## config.mk

```make
export PLATFORM = sky130hd
export DESIGN_NAME = busio_arbiter_flat
export DESIGN_NICKNAME = d
export VERILOG_FILES = /design/src/rtl/busio_arbiter_if.sv /design/src/rtl/busio_arbiter.sv /design/src/flat_wrapper.sv
export SDC_FILE = /design/constraint.sdc
export NUM_CORES = 1
export LEC_CHECK = 0
export CAP_MARGIN = 20
export CORE_ASPECT_RATIO = 0.75
export CORE_UTILIZATION = 44
export DETAILED_ROUTE_END_ITERATION = 12
export PLACE_DENSITY = 0.92
export SLEW_MARGIN = 0
export SYNTH_ARGS = -nofsm -noshare
export SYNTH_HDL_FRONTEND = slang
export SYNTH_SLANG_ARGS = --single-unit
export TNS_END_PERCENT = 50
```

## constraint.sdc

```tcl
create_clock -name clk -period 4.09 [get_ports clk]
set_input_delay 1.0225 -clock clk [delete_from_list [all_inputs] [get_ports clk]]
set_output_delay 1.0225 -clock clk [all_outputs]
set_load 0.05 [all_outputs]
```

## src/rtl/busio_arbiter_if.sv

```systemverilog
// Fetch port, memory load/store port and external bus shared by busio_arbiter and its surroundings.
// master = arbiter view, slave = pipeline plus external bus view.
interface busio_arbiter_if #(
    parameter int ADDR_WIDTH = 32,
    parameter int DATA_WIDTH = 32
);
    localparam int STRB_WIDTH = DATA_WIDTH / 8;

    logic                  fetch_request;
    logic [ADDR_WIDTH-1:0] fetch_address;
    logic                  fetch_cancel;
    logic                  fetch_stall;
    logic [DATA_WIDTH-1:0] fetch_data;
    logic                  fetch_ready;

    logic                  mem_request;
    logic                  mem_write;
    logic [STRB_WIDTH-1:0] mem_strobe;
    logic [ADDR_WIDTH-1:0] mem_address;
    logic [DATA_WIDTH-1:0] mem_write_data;
    logic                  mem_stall;
    logic [DATA_WIDTH-1:0] mem_read_data;
    logic                  mem_ready;

    logic                  bus_valid;
    logic                  bus_write;
    logic [STRB_WIDTH-1:0] bus_strobe;
    logic [ADDR_WIDTH-1:0] bus_address;
    logic [DATA_WIDTH-1:0] bus_write_data;
    logic [DATA_WIDTH-1:0] bus_read_data;
    logic                  bus_ready;

    modport master (
        input  fetch_request, fetch_address, fetch_cancel, fetch_stall,
        output fetch_data, fetch_ready,
        input  mem_request, mem_write, mem_strobe, mem_address, mem_write_data, mem_stall,
        output mem_read_data, mem_ready,
        output bus_valid, bus_write, bus_strobe, bus_address, bus_write_data,
        input  bus_read_data, bus_ready
    );

    modport slave (
        output fetch_request, fetch_address, fetch_cancel, fetch_stall,
        input  fetch_data, fetch_ready,
        output mem_request, mem_write, mem_strobe, mem_address, mem_write_data, mem_stall,
        input  mem_read_data, mem_ready,
        input  bus_valid, bus_write, bus_strobe, bus_address, bus_write_data,
        output bus_read_data, bus_ready
    );
endinterface

```

## src/rtl/busio_arbiter.sv

```systemverilog
// Non-preemptive arbiter of fetch and memory-stage accesses onto one single-outstanding bus.
// Memory has priority; fetch is granted after MAX_MEM_STREAK memory grants while it waits.
module busio_arbiter #(
    parameter int ADDR_WIDTH     = 32,
    parameter int DATA_WIDTH     = 32,
    parameter int MAX_MEM_STREAK = 4
) (
    input  logic            clk,
    input  logic            reset_n,
    busio_arbiter_if.master bus_if
);
    localparam int STRB_WIDTH = DATA_WIDTH / 8;
    localparam int STREAK_W   = $clog2(MAX_MEM_STREAK + 1);
    localparam logic [STREAK_W-1:0] STREAK_MAX = STREAK_W'(MAX_MEM_STREAK);

    typedef enum logic [2:0] {IDLE, FETCH, MEM, FDONE, MDONE} state_e;

    state_e                state_q;
    logic [STREAK_W-1:0]   streak_q, streak_d;
    logic                  cancel_q;
    logic                  store_q;
    logic                  mem_wins;

    logic                  bus_valid_q;
    logic                  bus_write_q;
    logic [STRB_WIDTH-1:0] bus_strobe_q;
    logic [ADDR_WIDTH-1:0] bus_address_q;
    logic [DATA_WIDTH-1:0] bus_write_data_q;
    logic                  fetch_ready_q;
    logic [DATA_WIDTH-1:0] fetch_data_q;
    logic                  mem_ready_q;
    logic [DATA_WIDTH-1:0] mem_read_data_q;

    // Streak only advances while fetch is actually waiting behind memory.
    always_comb begin
        mem_wins = bus_if.mem_request &&
                   !(streak_q == STREAK_MAX && bus_if.fetch_request);
        streak_d = '0;
        if (mem_wins && bus_if.fetch_request)
            streak_d = (streak_q == STREAK_MAX) ? STREAK_MAX : streak_q + 1'b1;
    end

    always_ff @(posedge clk) begin
        if (!reset_n) begin
            state_q          <= IDLE;
            streak_q         <= '0;
            cancel_q         <= 1'b0;
            store_q          <= 1'b0;
            bus_valid_q      <= 1'b0;
            bus_write_q      <= 1'b0;
            bus_strobe_q     <= '0;
            bus_address_q    <= '0;
            bus_write_data_q <= '0;
            fetch_ready_q    <= 1'b0;
            fetch_data_q     <= '0;
            mem_ready_q      <= 1'b0;
            mem_read_data_q  <= '0;
        end else begin
            case (state_q)
                IDLE: begin
                    streak_q <= streak_d;
                    if (mem_wins) begin
                        state_q          <= MEM;
                        store_q          <= bus_if.mem_write;
                        bus_valid_q      <= 1'b1;
                        bus_write_q      <= bus_if.mem_write;
                        bus_strobe_q     <= bus_if.mem_write ? bus_if.mem_strobe : '1;
                        bus_address_q    <= bus_if.mem_address;
                        bus_write_data_q <= bus_if.mem_write ? bus_if.mem_write_data : '0;
                    end else if (bus_if.fetch_request) begin
                        // A cancel arriving with the new request refers to the old fetch.
                        state_q          <= FETCH;
                        cancel_q         <= 1'b0;
                        bus_valid_q      <= 1'b1;
                        bus_write_q      <= 1'b0;
                        bus_strobe_q     <= '1;
                        bus_address_q    <= bus_if.fetch_address;
                        bus_write_data_q <= '0;
                    end
                end
                FETCH: begin
                    if (bus_if.fetch_cancel) cancel_q <= 1'b1;
                    if (bus_if.bus_ready) begin
                        bus_valid_q      <= 1'b0;
                        bus_write_q      <= 1'b0;
                        bus_strobe_q     <= '0;
                        bus_address_q    <= '0;
                        bus_write_data_q <= '0;
                        cancel_q         <= 1'b0;
                        if (cancel_q || bus_if.fetch_cancel) begin
                            state_q <= IDLE;
                        end else begin
                            state_q       <= FDONE;
                            fetch_ready_q <= 1'b1;
                            fetch_data_q  <= bus_if.bus_read_data;
                        end
                    end
                end
                MEM: begin
                    if (bus_if.bus_ready) begin
                        state_q          <= MDONE;
                        bus_valid_q      <= 1'b0;
                        bus_write_q      <= 1'b0;
                        bus_strobe_q     <= '0;
                        bus_address_q    <= '0;
                        bus_write_data_q <= '0;
                        mem_ready_q      <= 1'b1;
                        mem_read_data_q  <= store_q ? '0 : bus_if.bus_read_data;
                    end
                end
                FDONE: begin
                    // Leaving a done state never grants; the consumed request is retired here.
                    if (bus_if.fetch_cancel || !bus_if.fetch_stall) begin
                        state_q       <= IDLE;
                        fetch_ready_q <= 1'b0;
                        fetch_data_q  <= '0;
                    end
                end
                MDONE: begin
                    if (!bus_if.mem_stall) begin
                        state_q         <= IDLE;
                        mem_ready_q     <= 1'b0;
                        mem_read_data_q <= '0;
                    end
                end
                default: state_q <= IDLE;
            endcase
        end
    end

    assign bus_if.bus_valid      = bus_valid_q;
    assign bus_if.bus_write      = bus_write_q;
    assign bus_if.bus_strobe     = bus_strobe_q;
    assign bus_if.bus_address    = bus_address_q;
    assign bus_if.bus_write_data = bus_write_data_q;
    assign bus_if.fetch_ready    = fetch_ready_q;
    assign bus_if.fetch_data     = fetch_data_q;
    assign bus_if.mem_ready      = mem_ready_q;
    assign bus_if.mem_read_data  = mem_read_data_q;
endmodule

```

## src/flat_wrapper.sv

```systemverilog
// flat-port wrapper written by rule: the top's interface ports become plain ports
module busio_arbiter_flat 
#(
    parameter int ADDR_WIDTH     = 32,
    parameter int DATA_WIDTH     = 32,
    parameter int MAX_MEM_STREAK = 4
)
  (clk, reset_n, bus_if_fetch_request, bus_if_fetch_address, bus_if_fetch_cancel, bus_if_fetch_stall, bus_if_fetch_data, bus_if_fetch_ready, bus_if_mem_request, bus_if_mem_write, bus_if_mem_strobe, bus_if_mem_address, bus_if_mem_write_data, bus_if_mem_stall, bus_if_mem_read_data, bus_if_mem_ready, bus_if_bus_valid, bus_if_bus_write, bus_if_bus_strobe, bus_if_bus_address, bus_if_bus_write_data, bus_if_bus_read_data, bus_if_bus_ready);
  busio_arbiter_if #(.ADDR_WIDTH(ADDR_WIDTH), .DATA_WIDTH(DATA_WIDTH)) bus_if_i ();
  input  logic clk;
  input  logic reset_n;
  input wire logic [$bits(bus_if_i.fetch_request)-1:0] bus_if_fetch_request;
  input wire logic [$bits(bus_if_i.fetch_address)-1:0] bus_if_fetch_address;
  input wire logic [$bits(bus_if_i.fetch_cancel)-1:0] bus_if_fetch_cancel;
  input wire logic [$bits(bus_if_i.fetch_stall)-1:0] bus_if_fetch_stall;
  output wire logic [$bits(bus_if_i.fetch_data)-1:0] bus_if_fetch_data;
  output wire logic [$bits(bus_if_i.fetch_ready)-1:0] bus_if_fetch_ready;
  input wire logic [$bits(bus_if_i.mem_request)-1:0] bus_if_mem_request;
  input wire logic [$bits(bus_if_i.mem_write)-1:0] bus_if_mem_write;
  input wire logic [$bits(bus_if_i.mem_strobe)-1:0] bus_if_mem_strobe;
  input wire logic [$bits(bus_if_i.mem_address)-1:0] bus_if_mem_address;
  input wire logic [$bits(bus_if_i.mem_write_data)-1:0] bus_if_mem_write_data;
  input wire logic [$bits(bus_if_i.mem_stall)-1:0] bus_if_mem_stall;
  output wire logic [$bits(bus_if_i.mem_read_data)-1:0] bus_if_mem_read_data;
  output wire logic [$bits(bus_if_i.mem_ready)-1:0] bus_if_mem_ready;
  output wire logic [$bits(bus_if_i.bus_valid)-1:0] bus_if_bus_valid;
  output wire logic [$bits(bus_if_i.bus_write)-1:0] bus_if_bus_write;
  output wire logic [$bits(bus_if_i.bus_strobe)-1:0] bus_if_bus_strobe;
  output wire logic [$bits(bus_if_i.bus_address)-1:0] bus_if_bus_address;
  output wire logic [$bits(bus_if_i.bus_write_data)-1:0] bus_if_bus_write_data;
  input wire logic [$bits(bus_if_i.bus_read_data)-1:0] bus_if_bus_read_data;
  input wire logic [$bits(bus_if_i.bus_ready)-1:0] bus_if_bus_ready;
  assign bus_if_i.fetch_request = bus_if_fetch_request;
  assign bus_if_i.fetch_address = bus_if_fetch_address;
  assign bus_if_i.fetch_cancel = bus_if_fetch_cancel;
  assign bus_if_i.fetch_stall = bus_if_fetch_stall;
  assign bus_if_fetch_data = bus_if_i.fetch_data;
  assign bus_if_fetch_ready = bus_if_i.fetch_ready;
  assign bus_if_i.mem_request = bus_if_mem_request;
  assign bus_if_i.mem_write = bus_if_mem_write;
  assign bus_if_i.mem_strobe = bus_if_mem_strobe;
  assign bus_if_i.mem_address = bus_if_mem_address;
  assign bus_if_i.mem_write_data = bus_if_mem_write_data;
  assign bus_if_i.mem_stall = bus_if_mem_stall;
  assign bus_if_mem_read_data = bus_if_i.mem_read_data;
  assign bus_if_mem_ready = bus_if_i.mem_ready;
  assign bus_if_bus_valid = bus_if_i.bus_valid;
  assign bus_if_bus_write = bus_if_i.bus_write;
  assign bus_if_bus_strobe = bus_if_i.bus_strobe;
  assign bus_if_bus_address = bus_if_i.bus_address;
  assign bus_if_bus_write_data = bus_if_i.bus_write_data;
  assign bus_if_i.bus_read_data = bus_if_bus_read_data;
  assign bus_if_i.bus_ready = bus_if_bus_ready;
  busio_arbiter #(.ADDR_WIDTH(ADDR_WIDTH), .DATA_WIDTH(DATA_WIDTH), .MAX_MEM_STREAK(MAX_MEM_STREAK)) u_core (.clk(clk), .reset_n(reset_n), .bus_if(bus_if_i));
endmodule
```

==> results of run 1 <==
## routing by layer
metal	global-route usage, %	share of wire (%)	vias up	wire, µm
li1	-	-	2530	-
met1	31.47	40	2601	7509
met2	47.76	51	245	9505
met4	9.991	2.0	0	380
met3	7.828	7.1	43	1322
met5	0	0	-	0
## worst min path at each step
stage / to / cells after the start / from / slack [ns]
finish: u_core.bus_if.fetch_data[21] / 2 / u_core.bus_if.fetch_data[21] / 0.46
global route: u_core.bus_if.bus_address[0] / 1 / u_core.bus_if.bus_address[0] / 0.49
CTS: u_core.bus_if.fetch_data[21] / 2 / u_core.bus_if.fetch_data[21] / 0.47
detailed placement: u_core.bus_if.bus_address[0] / 1 / u_core.bus_if.bus_address[0] / 0.45
global placement: u_core.bus_if.fetch_data[2] / 2 / u_core.bus_if.fetch_data[2] / 0.45
floorplan: u_core.streak_q[1] / 2 / u_core.streak_q[1] / 0.45
## state kept, by name, indices dropped and copies added (netlist names)
| signal | flops |
|---|---|
| u_core.bus_if.bus_write | 1 |
| u_core.store_q | 1 |
| u_core.streak_q | 3 |
| u_core.bus_if.mem_ready | 1 |
| u_core.bus_if.fetch_data | 32 |
| u_core.bus_if.bus_write_data | 32 |
| u_core.bus_if.bus_valid | 1 |
| u_core.bus_if.bus_address | 32 |
| u_core.cancel_q | 1 |
| u_core.bus_if.bus_strobe | 4 |
| u_core.bus_if.mem_read_data | 32 |
| u_core.bus_if.fetch_ready | 1 |
| u_core.state_q | 3 |
## cell usage after synthesis, types with 6 or more instances
cell / count / area share (%)
a21oi_1: 43 / 3.8
buf_4: 7 / 0.93
o31ai_1: 33 / 4.4
buf_2: 6 / 0.53
a22oi_1: 33 / 4.4
o2bb2ai_2: 30 / 8.0
mux2i_1: 32 / 5.7
o21ai_0: 16 / 1.4
dfxtp_1: 144 / 51
nand2_1: 40 / 2.7
inv_1: 6 / 0.40
nor2_1: 38 / 2.5
a22o_1: 32 / 5.0
clkbuf_1: 31 / 2.1
## worst max-delay path: stages
cell and delay, ns:
clkdlybuf4s50_1 0.66, nand3_1 0.19, nand2_2 0.66, buf_4 0.31, mux2i_1 0.29, o2bb2ai_2 0.07
## report_power, final
part           leakage [nW]  internal, mW  switching, mW
combinational          1.87         0.767           1.49
clock                 0.321          1.07          0.650
sequential             1.17          1.63          0.189
## cells by family after synthesis
kind of cell	after synthesis
and+or+nand+nor	105
buffers and inverters	58
adders and majority gates	2
AOI/OAI and AO/OA	203
DFF	144
muxes	32
xor gates and xnor gates	1
## layout make-up
type | instances | area, µm²
fillers | 824 | 3252
flip-flops and latches | 144 | 2883
repair buffers | 285 | 2863
multi-input cells | 343 | 2504
clock buffers | 18 | 439.2
clock inverters | 14 | 219.0
well taps | 166 | 207.7
inverters | 7 | 26.28
## stage by stage
stage               utilization (%)  setup slack (ns)
floorplan                         -             1.679
global placement              68.23            0.9338
detailed placement            68.23            0.7905
CTS                           73.54             1.166
global route                  73.76             1.024
finish                        73.76             1.117
## placed cells by master (no fill, tap or decap), types with 3 or more instances in the layout
master,count
a21oi_1,43
a22o_1,32
a22oi_1,33
buf_4,7
bufinv_16,4
clkbuf_16,17
clkdlybuf4s50_1,276
dfxtp_1,144
inv_1,6
inv_8,5
mux2i_1,32
nand2_1,39
nand3_1,4
nor2_1,38
nor3_1,3
o21ai_0,16
o2bb2ai_2,30
o31ai_1,33
==> results.json, run 1 <==
{
  "vias": 5419,
  "whs_ns": 0.4623,
  "synthSimpleGateAreaFrac_pct": 8.344,
  "fmax_mhz": 336.3,
  "ctsResizeCount": 0,
  "io-pin-count": 277,
  "drc_errors": 0,
  "final_nets": 941,
  "drt_first_pass_iters": 5,
  "status": "finished, final reports clean",
  "postRouteAntennaNets": 0,
  "cts_buffers": 17,
  "p_per_area_mw_per_mm2": 633.7,
  "synthArstFlopShare_pct": 0,
  "grt_pass1_vias": 5346,
  "slew_viol_final": 0,
  "dieWidth_um": 132.9,
  "dp_hpwl_mm": 13.12,
  "fin_setup_tns_ns": 0,
  "worstSetupEndpointType": "flip-flop",
  "rsz0062_at_grt": "no",
  "r2r-end": "u_core.bus_if.bus_address[2]",
  "core_area_mm2": 0.01239,
  "clock_tree.buffer_depth": 2,
  "grt_max_degree": 77,
  "wl_mm": 18.72,
  "synth_cell_types": 46,
  "yosysWarnings": 0,
  "antenna_found_initial": 0,
  "grt_pass1_wl_mm": 28.39,
  "io_buffers": 276,
  "place_congestion": 0.8444,
  "setup_viol": 0,
  "place_area_mm2": 0.008456,
  "std_cell_rows": 35,
  "initialDrtViolationCount": 578,
  "ys_seq_elements": 144,
  "final_cells": 977,
  "synth-main-ff-cell": "dfxtp_1",
  "grt_util_all_layers_pct": 27.13,
  "synth_mux_area_share_pct": 5.666,
  "synthAdderAreaFrac_pct": 0.4427,
  "die-area_mm2": 0.01331,
  "clock_tree.htree_level_count": 4,
  "r2r_cells": 3,
  "endpoint": "u_core.bus_if.bus_address[29]",
  "drv_cap": 0,
  "start_util_pct": 45.61,
  "finalPower_mw": 5.793,
  "critPathKind": "in2reg",
  "synthXorXnorAreaFrac_pct": 0.1549,
  "ys_seq_area_share_pct": 51.00,
  "via_per_inst": 5.547,
  "post-cts-setup-buffers": 0,
  "synth_top_family_by_area": "compound AO/OA/AOI/OAI gates",
  "leakage_nw": 3.361,
  "worstPathRequired_ns": 4.35,
  "slew-limit-headroom_pct": 37.05,
  "critPathLaunchType": "input port",
  "holdBufCountCts": 0,
  "drive_gt1_share_pct": 9.988,
  "syn_inst": 545,
  "antenna_cells": 0,
  "hold_violations": 0,
  "finalCritPeriodShare_pct": 72.69,
  "worstPathArrival_ns": 3.24,
  "post_drt_wl_per_cell_um": 19.16,
  "clock_sinks": 144,
  "grt_overflow_total": 0,
  "cp_max_fo": 28,
  "reg2reg_slack_ns": 1.63,
  "synth_edf_count": 0,
  "synth_area_mm2": 0.005653,
  "dp.cells": 944,
  "syn_nets": 688,
  "period_needed_ns": 2.973,
  "syn_area_per_cell_um2": 10.37,
  "skew_ns": 0.01400,
  "hp-class": "reg2reg",
  "worstMarginPinSlew_ns": 0.9443,
  "reg2reg_from": "u_core.state_q[2]",
  "startpoint": "bus_if_fetch_request",
  "path_clk_slew_ns": 0.06,
  "area_delta_synth_final_pct": 61.71,
  "vdd_drop_max_v": 0.0003960,
  "fin_area_mm2": 0.009141,
  "synth_compound_area_share_pct": 29.26,
  "tritoncts": "done",
  "die_height_um": 100.2,
  "clock_latency_ns": 0.41,
  "cts_root_buffer": "clkbuf_16"
}
No activity file was read; power rests on OpenSTA's default activity.
==> run 2: changes to the inputs <==
--- a/config.mk
+++ b/config.mk
@@ -7,9 +7,9 @@
 export LEC_CHECK = 0
 export CAP_MARGIN = 20
 export CORE_ASPECT_RATIO = 0.75
-export CORE_UTILIZATION = 44
+export CORE_UTILIZATION = 41
 export DETAILED_ROUTE_END_ITERATION = 12
-export PLACE_DENSITY = 0.92
+export PLACE_DENSITY = 0.87
 export SLEW_MARGIN = 0
 export SYNTH_ARGS = -nofsm -noshare
 export SYNTH_HDL_FRONTEND = slang
==> constraint.sdc (replaced) <==
create_clock -name clk -period 2.8 [get_ports clk]
set_input_delay 0.7 -clock clk [delete_from_list [all_inputs] [get_ports clk]]
set_output_delay 0.7 -clock clk [all_outputs]
set_load 0.05 [all_outputs]
==> results.json, run 2 (synthesized netlist as in run 1, its figures left out) <==
{
  "status": "finished, final reports clean",
  "fin_area_mm2": 0.009175,
  "hp-class": "reg2reg",
  "layout_commonest_cell": "clkdlybuf4s50_1",
  "worst-path-buf-inv": 1,
  "antenna_cells": 0,
  "hold_end": "u_core.bus_if.fetch_data[21]",
  "via_per_inst": 5.385,
  "hp-start": "u_core.bus_if.fetch_data[21]",
  "layout_common_cells": "clkdlybuf4s50_1 (276), dfxtp_1 (144), a21oi_1 (43), nand2_1 (39), nor2_1 (38)",
  "startpoint": "u_core.bus_if.bus_address[15]",
  "critPathLaunchType": "flip-flop",
  "skew_ns": 0.01311,
  "leakage_nw": 3.380,
  "fmax_mhz": 420.8,
  "rsz0062_at_grt": "no",
  "drc_errors": 0,
  "critPathKind": "reg2out",
  "vias": 5331,
  "cpPeakStageDelay_ns": 0.87,
  "cts_root_buffer": "clkbuf_16",
  "start_util_pct": 42.83,
  "initialDrtViolationCount": 369,
  "postRouteAntennaNets": 0,
  "slew_viol_final": 0,
  "grt_overflow_total": 0,
  "place_area_mm2": 0.008534,
  "utilization_pct": 69.52,
  "final_cells": 990,
  "wl_mm": 17.89,
  "p_per_area_mw_per_mm2": 900.6,
  "grt_max_degree": 77,
  "cp_max_fo": 2,
  "clock_sinks": 144,
  "slowest_stage": "clkdlybuf4s50_1",
  "post_drt_wl_per_cell_um": 18.07,
  "crit_chain": "clkdlybuf4s50_1",
  "reg2reg_slack_ns": 0.59,
  "place_congestion": 0.8977,
  "final_nets": 949,
  "path_clk_slew_ns": 0.06,
  "fin_setup_tns_ns": 0,
  "die-area_mm2": 0.01427,
  "holdBufCountCts": 0,
  "worstPathArrival_ns": 1.68,
  "slew-limit-headroom_pct": 48.29,
  "clock_tree.htree_level_count": 4,
  "grt_pass1_wl_mm": 27.68,
  "std_cell_rows": 36,
  "period_needed_ns": 2.376,
  "cp_top_family": "buffers and inverters",
  "finalCritPeriodShare_pct": 84.87,
  "worstMarginPinSlew_ns": 0.7756,
  "ctsResizeCount": 0,
  "dieWidth_um": 137.6,
  "core_area_mm2": 0.01320,
  "grt_pass1_vias": 5248,
  "dp_hpwl_mm": 12.85,
  "antenna_found_initial": 0,
  "cts_buffers": 17,
  "io-pin-count": 277,
  "grt_util_all_layers_pct": 25.22,
  "drt_first_pass_iters": 5,
  "clock_tree.buffer_depth": 2,
  "tritoncts": "done",
  "hold_violations": 0,
  "r2r-end": "u_core.bus_if.bus_address[0]",
  "io_buffers": 276,
  "worstPathRequired_ns": 2.10,
  "worstSetupEndpointType": "output port",
  "setup_viol": 0,
  "r2r_cells": 4,
  "drive_gt1_share_pct": 10.87,
  "vdd_drop_max_v": 0.0005712,
  "drv_cap": 0,
  "post-cts-setup-buffers": 0,
  "reg2reg_from": "u_core.state_q[2]",
  "die_height_um": 103.7,
  "clock_latency_ns": 0.42,
  "holdPathStages": 2,
  "dp.cells": 957,
  "area_delta_synth_final_pct": 62.31
}
run 2: cell count changes in the layout (fill, tap and decap cells not counted), sizes merged:
cell,delta
buf,+8
bufinv,-1
clkbuf,+1
clkinv,+4
clkinvlp,+1
inv,-5
run 2: power breakdown:
| part | leakage [nW] | total (mW) | switching [mW] | internal [mW] |
|---|---|---|---|---|
| registers | 1.17 | 2.65 | 0.266 | 2.38 |
| logic | 1.91 | 3.29 | 2.15 | 1.14 |
| clock network | 0.300 | 2.33 | 0.881 | 1.45 |
run 2: area by class of cell:
class                   instances  area [µm²]
clock buffers                  19       452.9
flip-flops and latches        144        2883
fillers                       963        4023
inverters                       7       26.28
multi-input cells             343        2504
clock inverters                13       160.2
well taps                     171       214.0
repair buffers                293        2935
run 2: through the flow:
stage	power [mW]	worst slack [ns]	hold WS, ns
global placement	5.857	0.01921	0.4504
CTS	8.300	0.3073	0.4666
finish	8.263	0.4236	0.4636
detailed placement	5.941	-0.1201	0.4575
floorplan	4.850	0.7114	0.4486
global route	8.606	0.3888	0.4722
run 2: worst max path at each step:
stage / slack (ns) / cells past startpoint / to
final: 0.42 / 1 / bus_if_bus_address[15]
after global routing: 0.39 / 1 / bus_if_bus_address[15]
after CTS: 0.31 / 5 / u_core.bus_if.bus_write_data[6]
after detailed placement: -0.12 / 5 / u_core.bus_if.bus_write_data[6]
after global placement: 0.02 / 5 / u_core.bus_if.bus_write_data[7]
after floorplan: 0.71 / 7 / u_core.bus_if.bus_address[10]
run 2: per-layer routing:
metal / GRT usage, % / wire length, µm
met1: 29.88 / 7288
met2: 41.10 / 8838
met3: 7.587 / 1271
met4: 12.17 / 493
met5: 0 / 0
